**src/rtl/load_store_unit_pkg.sv**
```systemverilog
`default_nettype none
// ============================================================================
// Module   : load_store_unit_pkg
// Brief    : Shared encodings for the data-memory load/store stage.
// Revision : 1.0 - initial release
// ============================================================================
package load_store_unit_pkg;

  // funct3 width codes; stores reuse the low three load codes
  localparam logic [2:0] F3_LB  = 3'b000;
  localparam logic [2:0] F3_LH  = 3'b001;
  localparam logic [2:0] F3_LW  = 3'b010;
  localparam logic [2:0] F3_LBU = 3'b100;
  localparam logic [2:0] F3_LHU = 3'b101;
  localparam logic [2:0] F3_SB  = 3'b000;
  localparam logic [2:0] F3_SH  = 3'b001;
  localparam logic [2:0] F3_SW  = 3'b010;

  localparam logic [1:0] FAULT_NONE     = 2'b00;
  localparam logic [1:0] FAULT_MISALIGN = 2'b01;
  localparam logic [1:0] FAULT_ILLEGAL  = 2'b10;
  localparam logic [1:0] FAULT_TIMEOUT  = 2'b11;

  typedef enum logic [1:0] {
    ST_IDLE = 2'b00,
    ST_REQ  = 2'b01,
    ST_RESP = 2'b10,
    ST_ERR  = 2'b11
  } lsu_state_e;

endpackage
`default_nettype wire

```
**src/rtl/load_store_unit_if.sv**
```systemverilog
`default_nettype none
// ============================================================================
// Module   : load_store_unit_if
// Brief    : Word-oriented data-memory request/acknowledge bus with strobes.
// Revision : 1.0 - initial release
// ============================================================================
interface load_store_unit_if #(
  parameter int ADDR_WIDTH = 32
) ();
  logic                  mem_req;
  logic                  mem_we;
  logic [ADDR_WIDTH-1:0] mem_addr;
  logic [3:0]            mem_wstrb;
  logic [31:0]           mem_wdata;
  logic                  mem_ack;
  logic [31:0]           mem_rdata;

  modport master (
    output mem_req, mem_we, mem_addr, mem_wstrb, mem_wdata,
    input  mem_ack, mem_rdata
  );

  modport slave (
    input  mem_req, mem_we, mem_addr, mem_wstrb, mem_wdata,
    output mem_ack, mem_rdata
  );
endinterface
`default_nettype wire

```
**src/rtl/load_store_unit_lane_align.sv**
```systemverilog
`default_nettype none
// ============================================================================
// Module   : lsu_lane_align
// Brief    : Byte-lane steering for stores, extraction/extension for loads,
//            and legality checks on the incoming request.
// Revision : 1.0 - initial release
// ============================================================================
module lsu_lane_align
  import load_store_unit_pkg::*;
(
  input  logic [2:0]  req_funct3,
  input  logic        req_is_store,
  input  logic [1:0]  req_offset,
  input  logic [31:0] req_store_data,
  output logic [3:0]  req_wstrb,
  output logic [31:0] req_wdata,
  output logic        req_illegal,
  output logic        req_misaligned,
  input  logic [2:0]  rsp_funct3,
  input  logic [1:0]  rsp_offset,
  input  logic [31:0] rsp_rdata,
  output logic [31:0] rsp_load_data
);

  logic [7:0]  rsp_byte;
  logic [15:0] rsp_half;

  always_comb begin
    req_wstrb = 4'b0000;
    req_wdata = req_store_data;
    if (req_is_store) begin
      case (req_funct3)
        F3_SB: begin
          req_wstrb = 4'b0001 << req_offset;
          req_wdata = {4{req_store_data[7:0]}};
        end
        F3_SH: begin
          req_wstrb = 4'b0011 << {req_offset[1], 1'b0};
          req_wdata = {2{req_store_data[15:0]}};
        end
        default: req_wstrb = 4'b1111;
      endcase
    end
  end

  always_comb begin
    case (req_funct3)
      3'b011, 3'b110, 3'b111: req_illegal = 1'b1;
      F3_LBU, F3_LHU:         req_illegal = req_is_store;
      default:                req_illegal = 1'b0;
    endcase
  end

  always_comb begin
    case (req_funct3)
      F3_LH, F3_LHU: req_misaligned = req_offset[0];
      F3_LW:         req_misaligned = (req_offset != 2'b00);
      default:       req_misaligned = 1'b0;
    endcase
  end

  assign rsp_byte = rsp_rdata[{rsp_offset, 3'b000} +: 8];
  assign rsp_half = rsp_rdata[{rsp_offset[1], 4'b0000} +: 16];

  always_comb begin
    case (rsp_funct3)
      F3_LB:   rsp_load_data = {{24{rsp_byte[7]}}, rsp_byte};
      F3_LH:   rsp_load_data = {{16{rsp_half[15]}}, rsp_half};
      F3_LBU:  rsp_load_data = {24'h000000, rsp_byte};
      F3_LHU:  rsp_load_data = {16'h0000, rsp_half};
      default: rsp_load_data = rsp_rdata;
    endcase
  end

endmodule
`default_nettype wire

```
**src/rtl/load_store_unit.sv**
```systemverilog
`default_nettype none
// ============================================================================
// Module   : load_store_unit
// Brief    : Multi-cycle data-memory access stage with stall, done and fault.
// Revision : 1.0 - initial release
// ============================================================================
module load_store_unit
  import load_store_unit_pkg::*;
#(
  parameter int TIMEOUT_CYCLES = 255,
  parameter int ADDR_WIDTH     = 32
) (
  input  logic                  clk,
  input  logic                  rst,
  input  logic                  req_valid,
  input  logic                  req_is_store,
  input  logic [2:0]            funct3,
  input  logic [ADDR_WIDTH-1:0] addr,
  input  logic [31:0]           store_data,
  output logic                  stall,
  output logic                  done,
  output logic [31:0]           load_data,
  output logic                  fault,
  output logic [1:0]            fault_code,
  load_store_unit_if.master     mem
);

  localparam logic [7:0] TIMEOUT_LIMIT = 8'(TIMEOUT_CYCLES);

  lsu_state_e            state_q, state_d;
  logic [7:0]            cnt_q, cnt_d;
  logic                  mem_req_q, mem_req_d;
  logic                  mem_we_q, mem_we_d;
  logic [ADDR_WIDTH-1:0] mem_addr_q, mem_addr_d;
  logic [3:0]            mem_wstrb_q, mem_wstrb_d;
  logic [31:0]           mem_wdata_q, mem_wdata_d;
  logic [1:0]            offset_q, offset_d;
  logic [2:0]            funct3_q, funct3_d;
  logic                  done_q, done_d;
  logic [31:0]           load_data_q, load_data_d;
  logic                  fault_q, fault_d;
  logic [1:0]            fault_code_q, fault_code_d;

  logic [3:0]  lane_wstrb;
  logic [31:0] lane_wdata;
  logic        lane_illegal;
  logic        lane_misaligned;
  logic [31:0] lane_load_data;

  lsu_lane_align u_lane_align (
    .req_funct3     (funct3),
    .req_is_store   (req_is_store),
    .req_offset     (addr[1:0]),
    .req_store_data (store_data),
    .req_wstrb      (lane_wstrb),
    .req_wdata      (lane_wdata),
    .req_illegal    (lane_illegal),
    .req_misaligned (lane_misaligned),
    .rsp_funct3     (funct3_q),
    .rsp_offset     (offset_q),
    .rsp_rdata      (mem.mem_rdata),
    .rsp_load_data  (lane_load_data)
  );

  always_comb begin
    state_d      = state_q;
    cnt_d        = cnt_q;
    mem_req_d    = mem_req_q;
    mem_we_d     = mem_we_q;
    mem_addr_d   = mem_addr_q;
    mem_wstrb_d  = mem_wstrb_q;
    mem_wdata_d  = mem_wdata_q;
    offset_d     = offset_q;
    funct3_d     = funct3_q;
    done_d       = 1'b0;
    load_data_d  = 32'h0;
    fault_d      = 1'b0;
    fault_code_d = FAULT_NONE;

    case (state_q)
      ST_IDLE: begin
        cnt_d = 8'd0;
        if (req_valid) begin
          // Illegal encodings take priority over alignment checks
          if (lane_illegal) begin
            state_d      = ST_ERR;
            fault_d      = 1'b1;
            fault_code_d = FAULT_ILLEGAL;
          end else if (lane_misaligned) begin
            state_d      = ST_ERR;
            fault_d      = 1'b1;
            fault_code_d = FAULT_MISALIGN;
          end else begin
            state_d     = ST_REQ;
            mem_req_d   = 1'b1;
            mem_we_d    = req_is_store;
            mem_addr_d  = {addr[ADDR_WIDTH-1:2], 2'b00};
            mem_wstrb_d = lane_wstrb;
            mem_wdata_d = lane_wdata;
            offset_d    = addr[1:0];
            funct3_d    = funct3;
          end
        end
      end
      ST_REQ: begin
        // An ack in the final allowed cycle still completes the access
        if (mem.mem_ack) begin
          state_d     = ST_RESP;
          mem_req_d   = 1'b0;
          done_d      = 1'b1;
          load_data_d = mem_we_q ? 32'h0 : lane_load_data;
        end else if ((cnt_q + 8'd1) == TIMEOUT_LIMIT) begin
          state_d      = ST_ERR;
          mem_req_d    = 1'b0;
          cnt_d        = 8'd0;
          fault_d      = 1'b1;
          fault_code_d = FAULT_TIMEOUT;
        end else begin
          cnt_d = cnt_q + 8'd1;
        end
      end
      ST_RESP: state_d = ST_IDLE;
      ST_ERR:  state_d = ST_IDLE;
      default: state_d = ST_IDLE;
    endcase
  end

  always_ff @(posedge clk) begin
    if (rst) begin
      state_q      <= ST_IDLE;
      cnt_q        <= 8'd0;
      mem_req_q    <= 1'b0;
      mem_we_q     <= 1'b0;
      mem_addr_q   <= '0;
      mem_wstrb_q  <= 4'b0000;
      mem_wdata_q  <= 32'h0;
      offset_q     <= 2'b00;
      funct3_q     <= 3'b000;
      done_q       <= 1'b0;
      load_data_q  <= 32'h0;
      fault_q      <= 1'b0;
      fault_code_q <= FAULT_NONE;
    end else begin
      state_q      <= state_d;
      cnt_q        <= cnt_d;
      mem_req_q    <= mem_req_d;
      mem_we_q     <= mem_we_d;
      mem_addr_q   <= mem_addr_d;
      mem_wstrb_q  <= mem_wstrb_d;
      mem_wdata_q  <= mem_wdata_d;
      offset_q     <= offset_d;
      funct3_q     <= funct3_d;
      done_q       <= done_d;
      load_data_q  <= load_data_d;
      fault_q      <= fault_d;
      fault_code_q <= fault_code_d;
    end
  end

  assign stall         = ((state_q == ST_IDLE) && req_valid) || (state_q == ST_REQ);
  assign done          = done_q;
  assign load_data     = load_data_q;
  assign fault         = fault_q;
  assign fault_code    = fault_code_q;
  assign mem.mem_req   = mem_req_q;
  assign mem.mem_we    = mem_we_q;
  assign mem.mem_addr  = mem_addr_q;
  assign mem.mem_wstrb = mem_wstrb_q;
  assign mem.mem_wdata = mem_wdata_q;

endmodule
`default_nettype wire

```
**src/flat_wrapper.sv**
```systemverilog
// flat-port wrapper written by rule: the top's interface ports become plain ports
module load_store_unit_flat import load_store_unit_pkg::*;
#(
  parameter int TIMEOUT_CYCLES = 255,
  parameter int ADDR_WIDTH     = 32
)
  (clk, rst, req_valid, req_is_store, funct3, addr, store_data, stall, done, load_data, fault, fault_code, mem_mem_req, mem_mem_we, mem_mem_addr, mem_mem_wstrb, mem_mem_wdata, mem_mem_ack, mem_mem_rdata);
  load_store_unit_if #(.ADDR_WIDTH(ADDR_WIDTH)) mem_i ();
  input  logic clk;
  input  logic rst;
  input  logic req_valid;
  input  logic req_is_store;
  input  logic [2:0] funct3;
  input  logic [ADDR_WIDTH-1:0] addr;
  input  logic [31:0] store_data;
  output logic stall;
  output logic done;
  output logic [31:0] load_data;
  output logic fault;
  output logic [1:0] fault_code;
  output wire logic [$bits(mem_i.mem_req)-1:0] mem_mem_req;
  output wire logic [$bits(mem_i.mem_we)-1:0] mem_mem_we;
  output wire logic [$bits(mem_i.mem_addr)-1:0] mem_mem_addr;
  output wire logic [$bits(mem_i.mem_wstrb)-1:0] mem_mem_wstrb;
  output wire logic [$bits(mem_i.mem_wdata)-1:0] mem_mem_wdata;
  input wire logic [$bits(mem_i.mem_ack)-1:0] mem_mem_ack;
  input wire logic [$bits(mem_i.mem_rdata)-1:0] mem_mem_rdata;
  assign mem_mem_req = mem_i.mem_req;
  assign mem_mem_we = mem_i.mem_we;
  assign mem_mem_addr = mem_i.mem_addr;
  assign mem_mem_wstrb = mem_i.mem_wstrb;
  assign mem_mem_wdata = mem_i.mem_wdata;
  assign mem_i.mem_ack = mem_mem_ack;
  assign mem_i.mem_rdata = mem_mem_rdata;
  load_store_unit #(.TIMEOUT_CYCLES(TIMEOUT_CYCLES), .ADDR_WIDTH(ADDR_WIDTH)) u_core (.clk(clk), .rst(rst), .req_valid(req_valid), .req_is_store(req_is_store), .funct3(funct3), .addr(addr), .store_data(store_data), .stall(stall), .done(done), .load_data(load_data), .fault(fault), .fault_code(fault_code), .mem(mem_i));
endmodule
```
**config.mk**
```make
export PLATFORM = sky130hd
export DESIGN_NAME = load_store_unit_flat
export DESIGN_NICKNAME = d
export VERILOG_FILES = /design/src/rtl/load_store_unit_pkg.sv /design/src/rtl/load_store_unit_if.sv /design/src/rtl/load_store_unit_lane_align.sv /design/src/rtl/load_store_unit.sv /design/src/flat_wrapper.sv
export SDC_FILE = /design/constraint.sdc
export NUM_CORES = 1
export LEC_CHECK = 0
export BUFFER_PORTS_ARGS = -buffer_cell sky130_fd_sc_hd__buf_2
export CAP_MARGIN = 20
export CORE_UTILIZATION = 49
export DETAILED_ROUTE_END_ITERATION = 7
export GPL_TIMING_DRIVEN = 0
export HOLD_SLACK_MARGIN = 0.08
export PLACE_DENSITY = 0.81
export SETUP_SLACK_MARGIN = 0.15
export SYNTH_ARGS = -nofsm -noshare
export SYNTH_HDL_FRONTEND = slang
export SYNTH_HIERARCHICAL = 1
export SYNTH_SLANG_ARGS = --single-unit
```
**constraint.sdc**
```tcl
create_clock -name clk -period 2.5 [get_ports clk]
set_input_delay 0.25 -clock clk [delete_from_list [all_inputs] [get_ports clk]]
set_output_delay 0.25 -clock clk [all_outputs]
set_load 0.02 [all_outputs]
```
==> qor.csv, run 1 <==
stage,metric,value,unit
run_status,status,completed,
place,buffers added on ports,208,
place,Inst Count DP,1004,
floorplanning,Core Area,0.01051,mm²
timing,post-route setup TNS,0,ns
worst_setup_path,Critical Path Sink,u_core/mem.mem_addr[9],
cells_and_area,fin cells,1092,
synth,Main synth FF type,dfxtp_1,
routing,TritonRoute pass-1 iters,5,
routing,WL/cell,15.33,µm
power,Int Pwr,0.003857,W
synth,Post-synth EDFFs,0,
floorplanning,Ports,211,
power,VDD IR-drop max,0.5458,mV
cells_and_area,Filler Cells Inserted,791,
synth,leading area contributor after synthesis,dfxtp_1,
power,leak pwr,3.563,nW
cells_and_area,Area Growth Syn to Fin,44.07,%
place,detailed placement HPWL,11.14,mm
global_route,vias in the first global route,5657,
synth,Post-synth ARST share,0,%
synth,"flops & latches, synth",119,
global_route,initial antenna violation count,0,
routing,number of remaining DRC errors,0,
timing,Max Slew Vio Count,0,
worst_setup_path,R2R setup slack,0.54,ns
cts,CTS sink count,119,
synth,synth warn,6,
timing,min Tclk post-route,2.175,ns
cts,CTS Root Cell,clkbuf_8,
worst_setup_path,R2R Path End,u_core/fault_code[1],
worst_setup_path,CP cell instances,"buf_2, clkbuf_1, buf_2, nor2_1, nor2_1, nor2_1, nand2_1, clkbuf_1, nand2_1, a21oi_1",
floorplanning,Initial Util,51.22,%
timing,Tcrit/Tclk final,87.02,%
worst_setup_path,arrival time worst endpoint,2.62,ns
synth,Gate Count Post-Synth,659,
cts,TritonCTS Buffers,17,
synth,most numerous cell in the Yosys netlist,nand2_1,
power,Net Sw Frac,27.00,%
power,Pwr Total,0.005283,W
cells_and_area,ant diodes,0,
cells_and_area,Nets,1049,
worst_setup_path,startpoint types,input pin,
worst_setup_path,Max stage delay on crit path,0.41,ns
worst_hold_path,Hold WC Path Type,input pin to flip-flop,
cts,H-tree Lvls,4,
cts,clock buffer depth,2,
worst_setup_path,Worst setup startpoint,funct3[0],
global_route,pin count of the biggest net entering global routing,17,
timing,Clock Skew,0.005345,ns
worst_setup_path,Stages on worst setup path,10,
floorplanning,Rows,37,
cts,CTS tree,built,
cells_and_area,share of cells above drive strength 1,31.80,%
routing,post-DR vias/cell,5.265,
cts,Clock transition at path regs,0.06,ns
worst_setup_path,"Max FO, Critical Path",10,
global_route,first-pass GRT wire length,26.49,mm
timing,final setup violation count,0,
worst_setup_path,Critical Path RT,2.94,ns
floorplanning,chip width,106.8,µm
global_route,remaining global-route overflow,0,
timing,worst slew pin tran,0.6506,ns
run,Max-cap violations,0,
power,Psw,0.001426,W
floorplanning,die area,0.01141,mm²
worst_setup_path,Worst R2R Start,u_core/cnt_q[1],
synth,Synth top cells by count,"nand2_1, dfxtp_1, a21oi_1, and2_1, clkbuf_1",
worst_setup_path,slowest CP cell,clkbuf_1,
synth,"Distinct cells, synth",54,
worst_setup_path,kind of cell adding the most delay to the critical path,buffers and inverters,
place,GP Congestion,0.8616,
global_route,Total GRT Usage,29.45,%
power,clock share of power,45.9,%
worst_setup_path,cell depth of the worst flop-to-flop path,6,
timing,Hold Fails Final Rpt,0,
synth,sequential share of the synthesized area,44.26,%
cells_and_area,utilization after layout,73.79,%
worst_setup_path,CP Capture Type,flip-flop,
power,Comb pwr share,15.7,%
routing,post-route ant nets,0,
routing,Total Wirelength,16.74,mm
timing,unrepaired setup endpoints after global routing,no,
timing,highest clock rate,459.7,MHz
worst_setup_path,Setup CP Type,input pin to flip-flop,
synth,mapped cell area,0.005383,mm²
synth,largest cells by area after synthesis,"dfxtp_1, nand2_1, a21oi_1",
synth,Synth top area share,44.26,%
synth,Syn Area/Cell,8.168,µm²
floorplanning,Die Ht,106.8,µm
timing,Max-slew headroom,56.63,%
worst_setup_path,CP dominant cell by count,nor2_1,
routing,via total after detailed routing,5749,
routing,DRT iter0 DRCs,400,
power,sequential power share,38.5,%
power,Power Dens Cells,681.2,mW/mm²
cts,Skew-Pair Late Insertion Delay,0.52,ns
worst_setup_path,CP Buf/Inv Count,4,
[tightest hold or removal path, stage by stage]
cell and delay (ns):
buf_2 0.12, nand2_1 0.05, nand2_1 0.06, and2_1 0.10
[registers in the layout, indices dropped and copies added (netlist names)]
register,cells
u_core/cnt_q,8
u_core/done,1
u_core/fault,1
u_core/fault_code,2
u_core/funct3_q,3
u_core/load_data,32
u_core/mem.mem_addr,30
u_core/mem.mem_req,1
u_core/mem.mem_wdata,32
u_core/mem.mem_we,1
u_core/mem.mem_wstrb,4
u_core/offset_q,2
u_core/state_q,2
[logic make-up (layout without fill, tap and decap cells)]
group	count (synthesis)	after routing	synth area share [%]
adders and majority gates	2	2	0.4648
DFF	119	119	44.26
buffers and inverters	63	359	5.765
xor gates and xnor gates	1	1	0.1627
other	1	2	0.06967
and+or+nand+nor	298	298	25.80
AOI/OAI and AO/OA	142	142	16.71
muxes	33	33	6.764
[area by class of cell]
cell class              instances  area [µm²]  area share, %
well taps                     136       170.2          2.194
clock buffers                  17       414.1          5.340
flip-flops and latches        119        2382          30.72
clock inverters                15       180.2          2.323
inverters                       8       30.03         0.3872
multi-input cells             478        2699          34.80
plain buffers                  55       282.8          3.646
repair buffers                264        1597          20.59
[power groups by stage]
| stage | Combinational [W] | Clock [W] | Sequential (W) |
|---|---|---|---|
| final | 0.000827 | 0.00242 | 0.00203 |
| after global routing | 0.000897 | 0.00256 | 0.00204 |
| after CTS | 0.000804 | 0.00246 | 0.00203 |
| after detailed placement | 0.000732 | 0 | 0.00207 |
| after global placement | 0.000721 | 0 | 0.00207 |
| after floorplan | 0.000375 | 0 | 0.00215 |
[metrics by stage]
| stage | setup WS (ns) | area [µm²] | hold slack, ns |
|---|---|---|---|
| 3_3_place_gp | -0.1916 | 6598 | 0.4393 |
| 4_1_cts | 0.1536 | 7732 | 0.08528 |
| 6_report | 0.3246 | 7755 | 0.1034 |
| 5_1_grt | 0.1528 | 7755 | 0.1016 |
| 2_1_floorplan | 0.4865 | 5386 | 0.3860 |
| 3_5_place_dp | -0.2621 | 6598 | 0.4432 |
[repair_timing]
item	in CTS	in global routing
endpoints found under the setup margin	0	48
resized for setup	0	5
hold buffers	54	0
setup buffers	0	2
hold endpoints to repair	54	0
[how the worst min path moves through the flow]
stage	cells after the start	startpoint	slack (ns)	to
final	4	mem_mem_rdata[24]	0.10	u_core/load_data[24]
after detailed placement	2	u_core/mem.mem_wdata[24]	0.44	u_core/mem.mem_wdata[24]
after global placement	2	u_core/mem.mem_wdata[24]	0.44	u_core/mem.mem_wdata[24]
after global routing	4	store_data[4]	0.10	u_core/mem.mem_wdata[4]
after floorplan	2	funct3[2]	0.39	u_core/funct3_q[2]
after CTS	5	store_data[24]	0.09	u_core/mem.mem_wdata[24]
[routing by layer]
| layer | part of all wire [%] | GRT usage (%) | up-vias |
|---|---|---|---|
| li1 | - | - | 2779 |
| met3 | 7.8 | 8.511 | 59 |
| met1 | 39 | 32.46 | 2612 |
| met4 | 3.6 | 15.75 | 0 |
| met2 | 50 | 50.97 | 299 |
| met5 | 0 | 0 | - |
[placed cells by master, fill, tap and decap left out, drive strengths merged, types with 8 or more instances in the layout]
cell type and instances:
buf 235, nand2 194, dfxtp 119, a21oi 87
dlygate4sd3 54, clkbuf 47, and2 39, nor2 24
mux2 17, mux2i 15, nor2b 13, o22ai 9
clkinv 9, a221o 8, inv 8, o21ai 8
Power figures use the tool's default switching activity.
==> inputs of run 2 (changes only) <==
Settings changed: REMOVE_ABC_BUFFERS set to 1.
==> run 2 against run 1 <==
  * Total power decreased by 2.9%
  * Combinational power is 2.5% lower
  * Critical path type unchanged
  * Clock-buffer cell count up 7
  * Clock power shrank 6%
  * Highest routed layer unchanged
  * Sequential power hardly changed
  * Final area decreased by 1.2%
  * Fmax is 4.4% higher
  * Largest power group unchanged
==> qor.csv, run 2 (synthesis results as in run 1) <==
stage,metric,value,unit
run,Max-cap violations,0,
routing,number of remaining DRC errors,0,
worst_setup_path,startpoint types,input pin,
worst_setup_path,slowest CP cell,o31ai_1,
worst_setup_path,CP Capture Type,flip-flop,
cts,Clock transition at path regs,0.05,ns
timing,Hold Fails Final Rpt,0,
timing,Max Slew Vio Count,0,
timing,Clock Skew,0.005900,ns
place,buffers added on ports,208,
worst_setup_path,Setup CP Type,input pin to flip-flop,
timing,worst slew pin tran,0.7814,ns
floorplanning,die area,0.01141,mm²
cells_and_area,share of cells above drive strength 1,30.57,%
timing,worst hold slack,0.1065,ns
floorplanning,Die Ht,106.8,µm
worst_setup_path,Max stage delay on crit path,0.60,ns
timing,Tcrit/Tclk final,83.33,%
cells_and_area,register area,0.002384,mm²
cells_and_area,Area Growth Syn to Fin,42.40,%
timing,final setup violation count,0,
cells_and_area,most frequent cells in the layout,"buf_2, nand2_1, dfxtp_1",
timing,unrepaired setup endpoints after global routing,no,
timing,Max-slew headroom,47.91,%
timing,highest clock rate,480.0,MHz
floorplanning,Rows,37,
cts,CTS Root Cell,clkbuf_8,
floorplanning,Ports,211,
cts,CTS tree,built,
worst_setup_path,Critical Path RT,2.92,ns
routing,via total after detailed routing,5529,
place,detailed placement HPWL,9.890,mm
routing,TritonRoute pass-1 iters,5,
global_route,pin count of the biggest net entering global routing,52,
worst_hold_path,Hold WC Path Type,input pin to flip-flop,
cts,clock buffer depth,2,
power,leak pwr,3.503,nW
cts,H-tree Lvls,4,
worst_setup_path,arrival time worst endpoint,2.50,ns
global_route,vias in the first global route,5225,
cts,CTS sink count,119,
cells_and_area,Nets,1013,
place,GP Congestion,0.8289,
power,Power Dens Cells,669.3,mW/mm²
routing,post-route ant nets,0,
cts,TritonCTS Buffers,17,
floorplanning,Core Area,0.01051,mm²
cells_and_area,ant diodes,0,
power,Pwr Total,0.005130,W
floorplanning,Initial Util,51.22,%
cells_and_area,Filler Cells Inserted,754,
global_route,initial antenna violation count,0,
global_route,Total GRT Usage,27.69,%
routing,DRT iter0 DRCs,341,
cts,Skew-Pair Late Insertion Delay,0.51,ns
global_route,first-pass GRT wire length,24.77,mm
cells_and_area,Multi-input gate area,0.002708,mm²
routing,Total Wirelength,15.85,mm
timing,min Tclk post-route,2.083,ns
routing,WL/cell,15.07,µm
power,VDD IR-drop max,0.5543,mV
routing,post-DR vias/cell,5.256,
run_status,status,completed,
cells_and_area,"most common cell after layout, fill and taps aside",buf_2,
floorplanning,chip width,106.8,µm
global_route,remaining global-route overflow,0,
worst_setup_path,"Max FO, Critical Path",43,
worst_setup_path,CP cell instances,"buf_2, inv_1, o31ai_1, nor2_1, nand2_4, buf_12, nand2_1, a21oi_1",
==> run 2: cell types whose count changed in the layout (fill, tap and decap cells not counted), moves of 2 or more <==
cell,delta
buf_8,+3
clkinv_4,-5
buf_12,+2
clkbuf_8,+4
clkbuf_1,-25
buf_2,-11
dlygate4sd3_1,+10
clkbuf_2,-2
clkinvlp_4,-3
buf_4,-11
==> run 2: final timing paths <==
| kind | end | cells past startpoint | slack, ns | from |
|---|---|---|---|---|
| setup / recovery | u_core/mem.mem_addr[26] | 8 | 0.42 | funct3[0] |
| hold / removal | u_core/load_data[13] | 3 | 0.11 | mem_mem_rdata[13] |
| setup reg to reg | u_core/cnt_q[7] | 6 | 0.47 | u_core/cnt_q[1] |
| hold reg to reg | u_core/mem.mem_wdata[11] | 2 | 0.45 | u_core/mem.mem_wdata[11] |
==> run 2: cell type report <==
cell class / count / share of cell area (%)
well taps: 136 / 2.220
clock inverters: 4 / 0.9141
clock buffers: 24 / 6.268
flip-flops and latches: 119 / 31.10
multi-input cells: 478 / 35.32
repair buffers: 283 / 23.78
inverters: 8 / 0.3918
==> run 2: stage by stage <==
stage / util [%] / setup WS [ns] / std cells / setup TNS, ns / cell area [µm²]
after global placement: 60.11 / -1.682 / 949 / -123.49 / 6317
after detailed placement: 61.33 / -0.1660 / 957 / -7.038 / 6445
after CTS: 72.66 / 0.1676 / 1049 / 0 / 7636
after floorplan: - / -0.1776 / 605 / -10.31 / 5106
after global routing: 72.94 / 0.2944 / 1052 / 0 / 7665
final: 72.94 / 0.4168 / 1052 / 0 / 7665
==> run 2: timing repair <==
action,in CTS,in global routing
buffers inserted,0,3
hold buffers,64,0
endpoints found under the setup margin,0,29
hold endpoints to repair,64,0
resized for setup,0,2
==> run 2: routing by layer <==
layer  global-route usage [%]  share of wire [%]  up-vias
li1                         -                  -     2700
met4                    11.84                2.0        0
met5                        0                  0        -
met3                    8.267                8.5       25
met2                    47.60                 49      269
met1                    31.78                 41     2535
==> run 2: report_power, final <==
group	internal [W]	leakage (nW)	switching [W]
clock	0.00150	0.273	0.000786
sequential	0.00198	0.966	0.0000577
combinational	0.000356	2.26	0.000449
total	0.00384	3.50	0.00129
==> run 2: worst max-delay path, delay by kind of cell <==
kind	cells	cell delay [ns]
AO/OA/AOI/OAI	2	0.83
AND/OR/NAND/NOR	3	0.66
buffers and inverters	3	0.73
